--- src/rtl/fetch_sequencer.sv ---
// Fetch-stage sequencer: owns the fetch PC, drives a single-outstanding
// instruction-memory handshake and feeds instructions/control into IF/ID.
module fetch_sequencer #(
    parameter int               XLEN     = 32,
    parameter logic [XLEN-1:0]  RESET_PC = '0,
    parameter int               CNT_W    = 16
) (
    input  logic             clk,
    input  logic             rst,
    input  logic             PCSrcE,
    input  logic [XLEN-1:0]  PCTargetE,
    input  logic             HazStallD,
    input  logic             HazFlushD,
    output logic             imem_req,
    output logic [XLEN-1:0]  imem_addr,
    input  logic             imem_ack,
    input  logic [31:0]      imem_rdata,
    output logic [31:0]      InstrF,
    output logic [XLEN-1:0]  PCF,
    output logic             StallF,
    output logic             StallD,
    output logic             FlushD,
    output logic [CNT_W-1:0] wait_cycles
);

    localparam logic [31:0] NOP = 32'h0000_0013;

    typedef enum logic [1:0] {
        BOOT  = 2'd0,
        FETCH = 2'd1,
        HOLD  = 2'd2,
        DROP  = 2'd3
    } state_t;

    state_t            state_q, state_d;
    logic [XLEN-1:0]   pc_q, pc_d;
    logic [XLEN-1:0]   addr_q, addr_d;
    logic [31:0]       buf_instr_q, buf_instr_d;
    logic [XLEN-1:0]   buf_pc_q, buf_pc_d;
    logic [CNT_W-1:0]  wait_q, wait_d;

    logic [XLEN-1:0]   target;
    logic [XLEN-1:0]   pc_plus4;
    logic              deliver;

    assign target   = {PCTargetE[XLEN-1:2], 2'b00};
    assign pc_plus4 = pc_q + XLEN'(4);

    always_comb begin
        state_d     = state_q;
        pc_d        = pc_q;
        addr_d      = addr_q;
        buf_instr_d = buf_instr_q;
        buf_pc_d    = buf_pc_q;
        wait_d      = wait_q;
        deliver     = 1'b0;
        imem_req    = 1'b0;
        InstrF      = NOP;
        PCF         = pc_q;

        case (state_q)
            BOOT: state_d = FETCH;

            FETCH: begin
                imem_req = 1'b1;
                if (PCSrcE) begin
                    pc_d = target;
                    if (imem_ack) addr_d  = target;
                    else          state_d = DROP;
                end else if (imem_ack && !HazStallD) begin
                    deliver = 1'b1;
                    InstrF  = imem_rdata;
                    PCF     = addr_q;
                    pc_d    = pc_plus4;
                    addr_d  = pc_plus4;
                end else if (imem_ack) begin
                    buf_instr_d = imem_rdata;
                    buf_pc_d    = addr_q;
                    state_d     = HOLD;
                end
            end

            HOLD: begin
                if (PCSrcE) begin
                    pc_d    = target;
                    addr_d  = target;
                    state_d = FETCH;
                end else if (!HazStallD) begin
                    deliver = 1'b1;
                    InstrF  = buf_instr_q;
                    PCF     = buf_pc_q;
                    pc_d    = pc_plus4;
                    addr_d  = pc_plus4;
                    state_d = FETCH;
                end
            end

            DROP: begin
                // Keep the abandoned request alive until memory completes it.
                imem_req = 1'b1;
                if (PCSrcE) pc_d = target;
                if (imem_ack) begin
                    addr_d  = pc_d;
                    state_d = FETCH;
                end
            end

            default: state_d = BOOT;
        endcase

        if (imem_req && !imem_ack && (wait_q != '1))
            wait_d = wait_q + CNT_W'(1);
    end

    always_ff @(posedge clk or negedge rst) begin
        if (!rst) begin
            state_q     <= BOOT;
            pc_q        <= RESET_PC;
            addr_q      <= RESET_PC;
            buf_instr_q <= NOP;
            buf_pc_q    <= RESET_PC;
            wait_q      <= '0;
        end else begin
            state_q     <= state_d;
            pc_q        <= pc_d;
            addr_q      <= addr_d;
            buf_instr_q <= buf_instr_d;
            buf_pc_q    <= buf_pc_d;
            wait_q      <= wait_d;
        end
    end

    assign imem_addr   = addr_q;
    assign StallF      = !deliver;
    assign StallD      = HazStallD;
    assign FlushD      = PCSrcE | HazFlushD | (!HazStallD & !deliver);
    assign wait_cycles = wait_q;

endmodule

--- config.mk ---
export PLATFORM = sky130hd
export DESIGN_NAME = fetch_sequencer
export DESIGN_NICKNAME = d
export VERILOG_FILES = /design/src/rtl/fetch_sequencer.sv
export SDC_FILE = /design/constraint.sdc
export NUM_CORES = 1
export LEC_CHECK = 0
export ABC_AREA = 1
export BUFFER_PORTS_ARGS = -buffer_cell sky130_fd_sc_hd__buf_2
export CORE_MARGIN = 5
export CORE_UTILIZATION = 35
export CTS_CLUSTER_SIZE = 28
export DETAILED_ROUTE_END_ITERATION = 16
export GPL_TIMING_DRIVEN = 0
export HOLD_SLACK_MARGIN = 0.08
export RECOVER_POWER = 25
export SLEW_MARGIN = 5
export SYNTH_ARGS = -nofsm -noshare
export SYNTH_HDL_FRONTEND = slang
export SYNTH_SLANG_ARGS = --single-unit
--- constraint.sdc ---
create_clock -name clk -period 2.65 [get_ports clk]
set_input_delay 0.795 -clock clk [delete_from_list [all_inputs] [get_ports clk]]
set_output_delay 0.795 -clock clk [all_outputs]
set_load 0.01 [all_outputs]
==> flow_metrics.tcl, run 1 <==
set metrics [dict create \
    end_kind "output pin" \
    hold_viol 0 \
    syn2layout_area_growth_pct 39.2 \
    tightestPinTransition_ns 1.80 \
    cp-start-kind "register" \
    status "finished with violations" \
    setup_violations 66 \
    yosysWarnings 0 \
    fp.dieH_um 164 \
    critPathCapture "PCF[23]" \
    yosysSeqAreaShare_pct 44.1 \
    synth_area_leaders "dfrtp_1, nand2_1, o21ai_0" \
    ys_seq_elements 146 \
    required_ns 1.86 \
    post-route-util_pct 49.3 \
    finalSetupTns_ns -10.80 \
    gp_congestion 0.914 \
    drc 0 \
    startpoint "state_q[1]$_DFFE_PN0P_" \
    worstPathArrival_ns 2.12 \
    violations "max-capacitance violations, max-slew violations, negative setup slack" \
    reg2reg_from "state_q[0]$_DFFE_PN0P_" \
    postCtsHoldBufs 0 \
    start_util_pct 35.4 \
    grt_remaining_overflow 0 \
    drive_gt1_share_pct 32.7 \
    grt_pass1_vias 8564 \
    ant_nets 0 \
    hpwl_mm 22.8 \
    yosysMostFrequentCell "nand2_1" \
    netlist_instances 1115 \
    cts_root_buf "clkbuf_16" \
    place_area_um2 9690 \
    wire_per_inst_um 18.9 \
    cts_made_buffers 17 \
    avgSynthCellArea_um2 7.44 \
    r2r-end "pc_q[12]$_DFFE_PN0P_" \
    rsz0062_at_grt "true" \
    synth_top_flop_cell "dfrtp_1" \
    pin_count 186 \
    total_power_uw 14500 \
    power_density_nw_per_um2 1260 \
    worstSetupPathType "reg -> out" \
    rows 56 \
    fmax_mhz 343 \
    drv_slew 68 \
    async_reset_ff_share_pct 100 \
    antenna_found_initial 2 \
    clkTransAtPathRegs_ns 0.07 \
    hold_path_class "reg -> reg" \
    skew_ns 0.0102 \
    stdcell_count 1689 \
    cp_max_fo 5 \
    synthTopCellsByCount "nand2_1, o21ai_0, dfrtp_1, inv_1, nor2_1" \
    grt_util_met3_pct 4.07 \
    syn_area_um2 8300 \
    cts_max_level 4 \
    grt_pass1_wl_mm 48.4 \
    clk_path_buf_depth 2 \
    synth_cell_types 34 \
    routed_wl_mm 31.9 \
    chipWidth_um 164 \
    vias 8750 \
    place_inst 1617 \
    synthesis.nets 1190 \
    grt.busiest_layer "met2" \
    track_usage_pct 23.4 \
    min_period_ns 2.92 \
    coreArea_um2 23400 \
    synth_area_leader_cell "dfrtp_1" \
    layout.nets 1430 \
    period_share_pct 110 \
    firstDrtPassIters 5 \
    vdd_ir_drop_max_mv 0.766 \
    cts_tree "done" \
    post-route-worst-setup-slack_ns -0.266 \
    synth.top_cell.area_share_pct 43.1 \
    die_area_um2 26900 \
    grt_use_met1_pct 31.5 \
    viasPerCell 5.18 \
    regToRegSetupSlack_ns 0.17 \
    fin_area_um2 11500 \
    rr_worst_depth 12 \
    synth_edf_count 0 \
    grt_max_degree 81 \
    met2_usage_pct 37.5 \
    max_slew_margin_pct -20.2 \
    clock_sinks 146 \
    p_leak_uw 0.00546 \
    max-cap-violations 1 \
    numPortBuffers 182 \
    clk_latency_ns 0.44 \
    drt-initial-drc-count 777 \
]
## how the worst min path moves through the flow
stage	start	to	slack, ns	cells past startpoint
3_5_place_dp	buf_pc_q[10]$_DFFE_PN0P_	buf_pc_q[10]$_DFFE_PN0P_	0.47	2
4_1_cts	rst	wait_cycles[13]$_DFFE_PN0P_	0.32	1
5_1_grt	buf_pc_q[23]$_DFFE_PN0P_	buf_pc_q[23]$_DFFE_PN0P_	0.51	2
3_3_place_gp	buf_pc_q[11]$_DFFE_PN0P_	buf_pc_q[11]$_DFFE_PN0P_	0.47	2
6_report	buf_pc_q[23]$_DFFE_PN0P_	buf_pc_q[23]$_DFFE_PN0P_	0.49	2
2_1_floorplan	buf_pc_q[0]$_DFFE_PN0P_	buf_pc_q[0]$_DFFE_PN0P_	0.45	2
## layout by cell type, fill, tap and decap left out, types with 9 or more instances in the layout
cell type  instances
nand2_1          331
buf_2            188
dfrtp_1          142
o21ai_0          110
inv_1             92
nand3_1           49
nor2_1            48
mux2_2            36
o21ai_1           31
a21oi_1           30
buf_4             26
clkbuf_16         25
a21oi_2           20
nand4_1           18
o31ai_1           17
buf_6             16
o21ai_2           15
nand2_4           15
clkbuf_1          13
nor3_1            12
xor2_1            11
inv_6              9
## cell families after synthesis
logic type | share of synthesized area (%)
AO/OA/AOI/OAI | 16.4
XOR/XNOR | 1.37
adder cells (fa/ha/maj) | 0.754
buffers and inverters | 7.81
flip-flops | 44.1
multiplexers | 5.01
AND/OR/NAND/NOR | 24.5
## layer usage
layer	share of wire [%]	wire length (µm)
met5	0	0
met1	42	13500
met3	6.5	2080
met2	48	15300
met4	3.2	1010
## metrics by stage
| step | worst slack [ns] | hold slack [ns] |
|---|---|---|
| 2_1_floorplan | -0.00822 | 0.448 |
| 3_3_place_gp | -1.56 | 0.466 |
| 3_5_place_dp | -0.816 | 0.474 |
| 4_1_cts | -0.197 | 0.320 |
| 5_1_grt | -0.337 | 0.512 |
| 6_report | -0.266 | 0.494 |
## critical path, stage by stage, from the launching register on
cell and delay, ns:
dfrtp_1 0.41, buf_6 0.13, ha_4 0.28, a21oi_2 0.04, nand2_2 0.17, clkinv_4 0.12
clkbuf_16 0.18, o21ai_0 0.17, buf_2 0.17
## layout make-up
cell class / count / area (µm²)
Fill cell: 2316 / 11900
Multi-Input combinational cell: 807 / 4520
Sequential cell: 146 / 3660
Timing Repair Buffer: 220 / 1390
Buffer: 57 / 524
Inverter: 104 / 443
Clock buffer: 18 / 439
Tap cell: 319 / 399
Clock inverter: 14 / 143
Timing Repair inverter: 2 / 16.3
Antenna cell: 2 / 5.00
## power breakdown
part / leakage, µW / total [µW] / switching, µW / internal [µW]
sequential: 0.00182 / 4110 / 857 / 3250
clock: 0.000283 / 2430 / 1090 / 1350
combinational: 0.00335 / 7950 / 4830 / 3110
## registers in the layout, indices dropped and copies added (netlist names)
register	flops
state_q	2
pc_q	32
buf_instr_q	32
imem_addr	32
wait_cycles	16
buf_pc_q	32
## what timing repair did
action | CTS | global route
cloned | 8 | 3
buffers inserted | 18 | 11
endpoints found under the setup margin | 66 | 69
resized for setup | 153 | 130
pin swaps | 8 | 27
(Power assumes the default switching activity.)
==> inputs of run 2 (changes only) <==
--- a/config.mk
+++ b/config.mk
@@ -8,11 +8,12 @@
 export ABC_AREA = 1
 export BUFFER_PORTS_ARGS = -buffer_cell sky130_fd_sc_hd__buf_2
 export CORE_MARGIN = 5
-export CORE_UTILIZATION = 35
+export CORE_UTILIZATION = 50
 export CTS_CLUSTER_SIZE = 28
 export DETAILED_ROUTE_END_ITERATION = 16
 export GPL_TIMING_DRIVEN = 0
 export HOLD_SLACK_MARGIN = 0.08
+export PLACE_DENSITY = 0.78
 export RECOVER_POWER = 25
 export SLEW_MARGIN = 5
 export SYNTH_ARGS = -nofsm -noshare
==> run 2 against run 1 <==
Register-to-register slack worse by 0.20 ns. Worst hold slack worse by 0.0066 ns. Final cell count is 5.8% lower. Clock-buffer cell count is 2 higher. Highest routed layer unchanged. Power is 0.46% lower. Maximum frequency is 1.5% lower. Global-route usage is 8.4 points higher. Wire length is 5.1% higher. Largest cell class unchanged. Die area is 28% lower. Utilization is 22 points higher. The run ends with negative setup slack left. Critical path depth stayed put.
==> flow_metrics.tcl, run 2 (same netlist as run 1, synthesis figures left out) <==
set metrics [dict create \
    slowest_delay_ns 0.41 \
    clk_path_buf_depth 2 \
    coreArea_um2 16400 \
    skew_ns 0.0129 \
    die_area_um2 19300 \
    grt_remaining_overflow 0 \
    clk_latency_ns 0.44 \
    crit_slowest_cell "dfrtp_1" \
    crit_path_cell_trace "inv_2 -> ha_4 -> inv_4 -> clkbuf_16 -> o21ai_0 -> o21ai_1 -> a31oi_2 -> buf_2" \
    cts_made_buffers 17 \
    track_usage_pct 31.8 \
    power_density_nw_per_um2 1240 \
    violations "negative setup slack" \
    vdd_ir_drop_max_mv 0.818 \
    clock_sinks 146 \
    worstSetupPathType "reg -> out" \
    reg2reg_from "state_q[1]$_DFFE_PN0P_" \
    gp_congestion 0.959 \
    routed_wl_mm 33.5 \
    grt_max_degree 92 \
    numPortBuffers 182 \
    ant_nets 0 \
    required_ns 1.86 \
    hpwl_mm 20.9 \
    rsz0062_at_grt "true" \
    firstDrtPassIters 7 \
    antenna_found_initial 0 \
    num_antenna_cells 0 \
    viasPerCell 5.97 \
    cp-start-kind "register" \
    startpoint "state_q[1]$_DFFE_PN0P_" \
    most-common-layout-cells "nand2_1, buf_2, dfrtp_1" \
    post-route-worst-setup-slack_ns -0.311 \
    fmax_mhz 338 \
    max-cap-violations 0 \
    hold_viol 0 \
    hold_path_class "reg -> reg" \
    cts_tree "done" \
    pin_count 186 \
    tightestPinTransition_ns 1.44 \
    min_period_ns 2.96 \
    layout.nets 1433 \
    preCtsSetupSlack_ns -0.802 \
    clkTransAtPathRegs_ns 0.06 \
    final_common_cell "nand2_1" \
    fin_area_um2 11600 \
    rows 47 \
    postCtsHoldBufs 0 \
    grt_pass1_wl_mm 48.4 \
    status "finished with violations" \
    fp.dieH_um 139 \
    cts_root_buf "clkbuf_16" \
    drive_gt1_share_pct 36.1 \
    wire_per_inst_um 21.1 \
    end_kind "output pin" \
    post-route-util_pct 71.0 \
    drv_slew 0 \
    cts_max_level 4 \
    grt_pass1_vias 8915 \
    p_leak_uw 0.00560 \
    syn2layout_area_growth_pct 40.4 \
    start_util_pct 50.6 \
    worstPathArrival_ns 2.17 \
    chipWidth_um 139 \
    max_slew_margin_pct 3.89 \
    cp_max_fo 10 \
    drt-initial-drc-count 1279 \
    drc 0 \
    period_share_pct 112 \
    hp-start "buf_pc_q[26]$_DFFE_PN0P_" \
    vias 9498 \
    place_area_um2 9560 \
    setup_violations 66 \
]
-- run 2: changes by cell type in the layout (fill, tap and decap cells not counted), moves of 11 or more --
cell     previous run  this run
a21oi_1            30        16
nand2_4            15        26
o31ai_1            17         4
nand2_1           331       308
a21oi_2            20        33
nand2_2             7        20
-- run 2: metal layers --
| metal | vias to the layer above | GRT usage (%) | part of all wire [%] |
|---|---|---|---|
| met5 | - | 0 | 0 |
| met2 | 710 | 49.2 | 46 |
| li1 | 4168 | - | - |
| met3 | 171 | 6.72 | 11 |
| met4 | 0 | 16.3 | 5.7 |
| met1 | 4449 | 42.2 | 38 |
-- run 2: worst max-delay path: cells and delay by family (launching register included) --
kind / cells / cell delay, ns
AO/OA/AOI/OAI: 3 / 0.57
adder cells (fa/ha/maj): 1 / 0.19
buffers and inverters: 4 / 0.53
flip-flops: 1 / 0.41
-- run 2: power by group --
part	switching, µW	total, µW	internal, µW
Sequential	903	4160	3250
Combinational	4960	7820	2870
Clock	1010	2440	1430
Total	6870	14400	7560
-- run 2: timing repair --
item / 4_1_cts / 5_1_grt
pin swaps: 16 / 41
endpoints found under the setup margin: 66 / 105
cloned: 7 / 3
gates resized for setup: 199 / 139
buffers inserted: 19 / 12
-- run 2: through the flow --
step	hold slack, ns	setup TNS (ns)	cells	power [µW]
floorplan	0.448	-0.122	1115	7490
finish	0.487	-12.28	1591	14400
global placement	0.466	-225.83	1517	9810
CTS	0.341	-4.85	1576	13500
detailed placement	0.473	-33.85	1518	9930
global route	0.501	-15.28	1591	15100
-- run 2: cell type report --
type	count	area (µm²)
Fill cell	1221	4760
Multi-Input combinational cell	807	4700
Sequential cell	146	3660
Timing Repair Buffer	223	1430
Buffer	59	562
Clock buffer	20	457
Inverter	104	442
Tap cell	220	275
Clock inverter	12	131
-- run 2: final timing paths --
path | endpoint | slack [ns] | depth (start not counted)
max in group asynchronous | pc_q[13]$_DFFE_PN0P_ | 0.44 | 2
max | PCF[8] | -0.31 | 8
min in group asynchronous | wait_cycles[1]$_DFFE_PN0P_ | 0.69 | 1
min | buf_pc_q[26]$_DFFE_PN0P_ | 0.49 | 2
max reg2reg | pc_q[7]$_DFFE_PN0P_ | -0.03 | 12
min reg2reg | buf_pc_q[26]$_DFFE_PN0P_ | 0.49 | 2
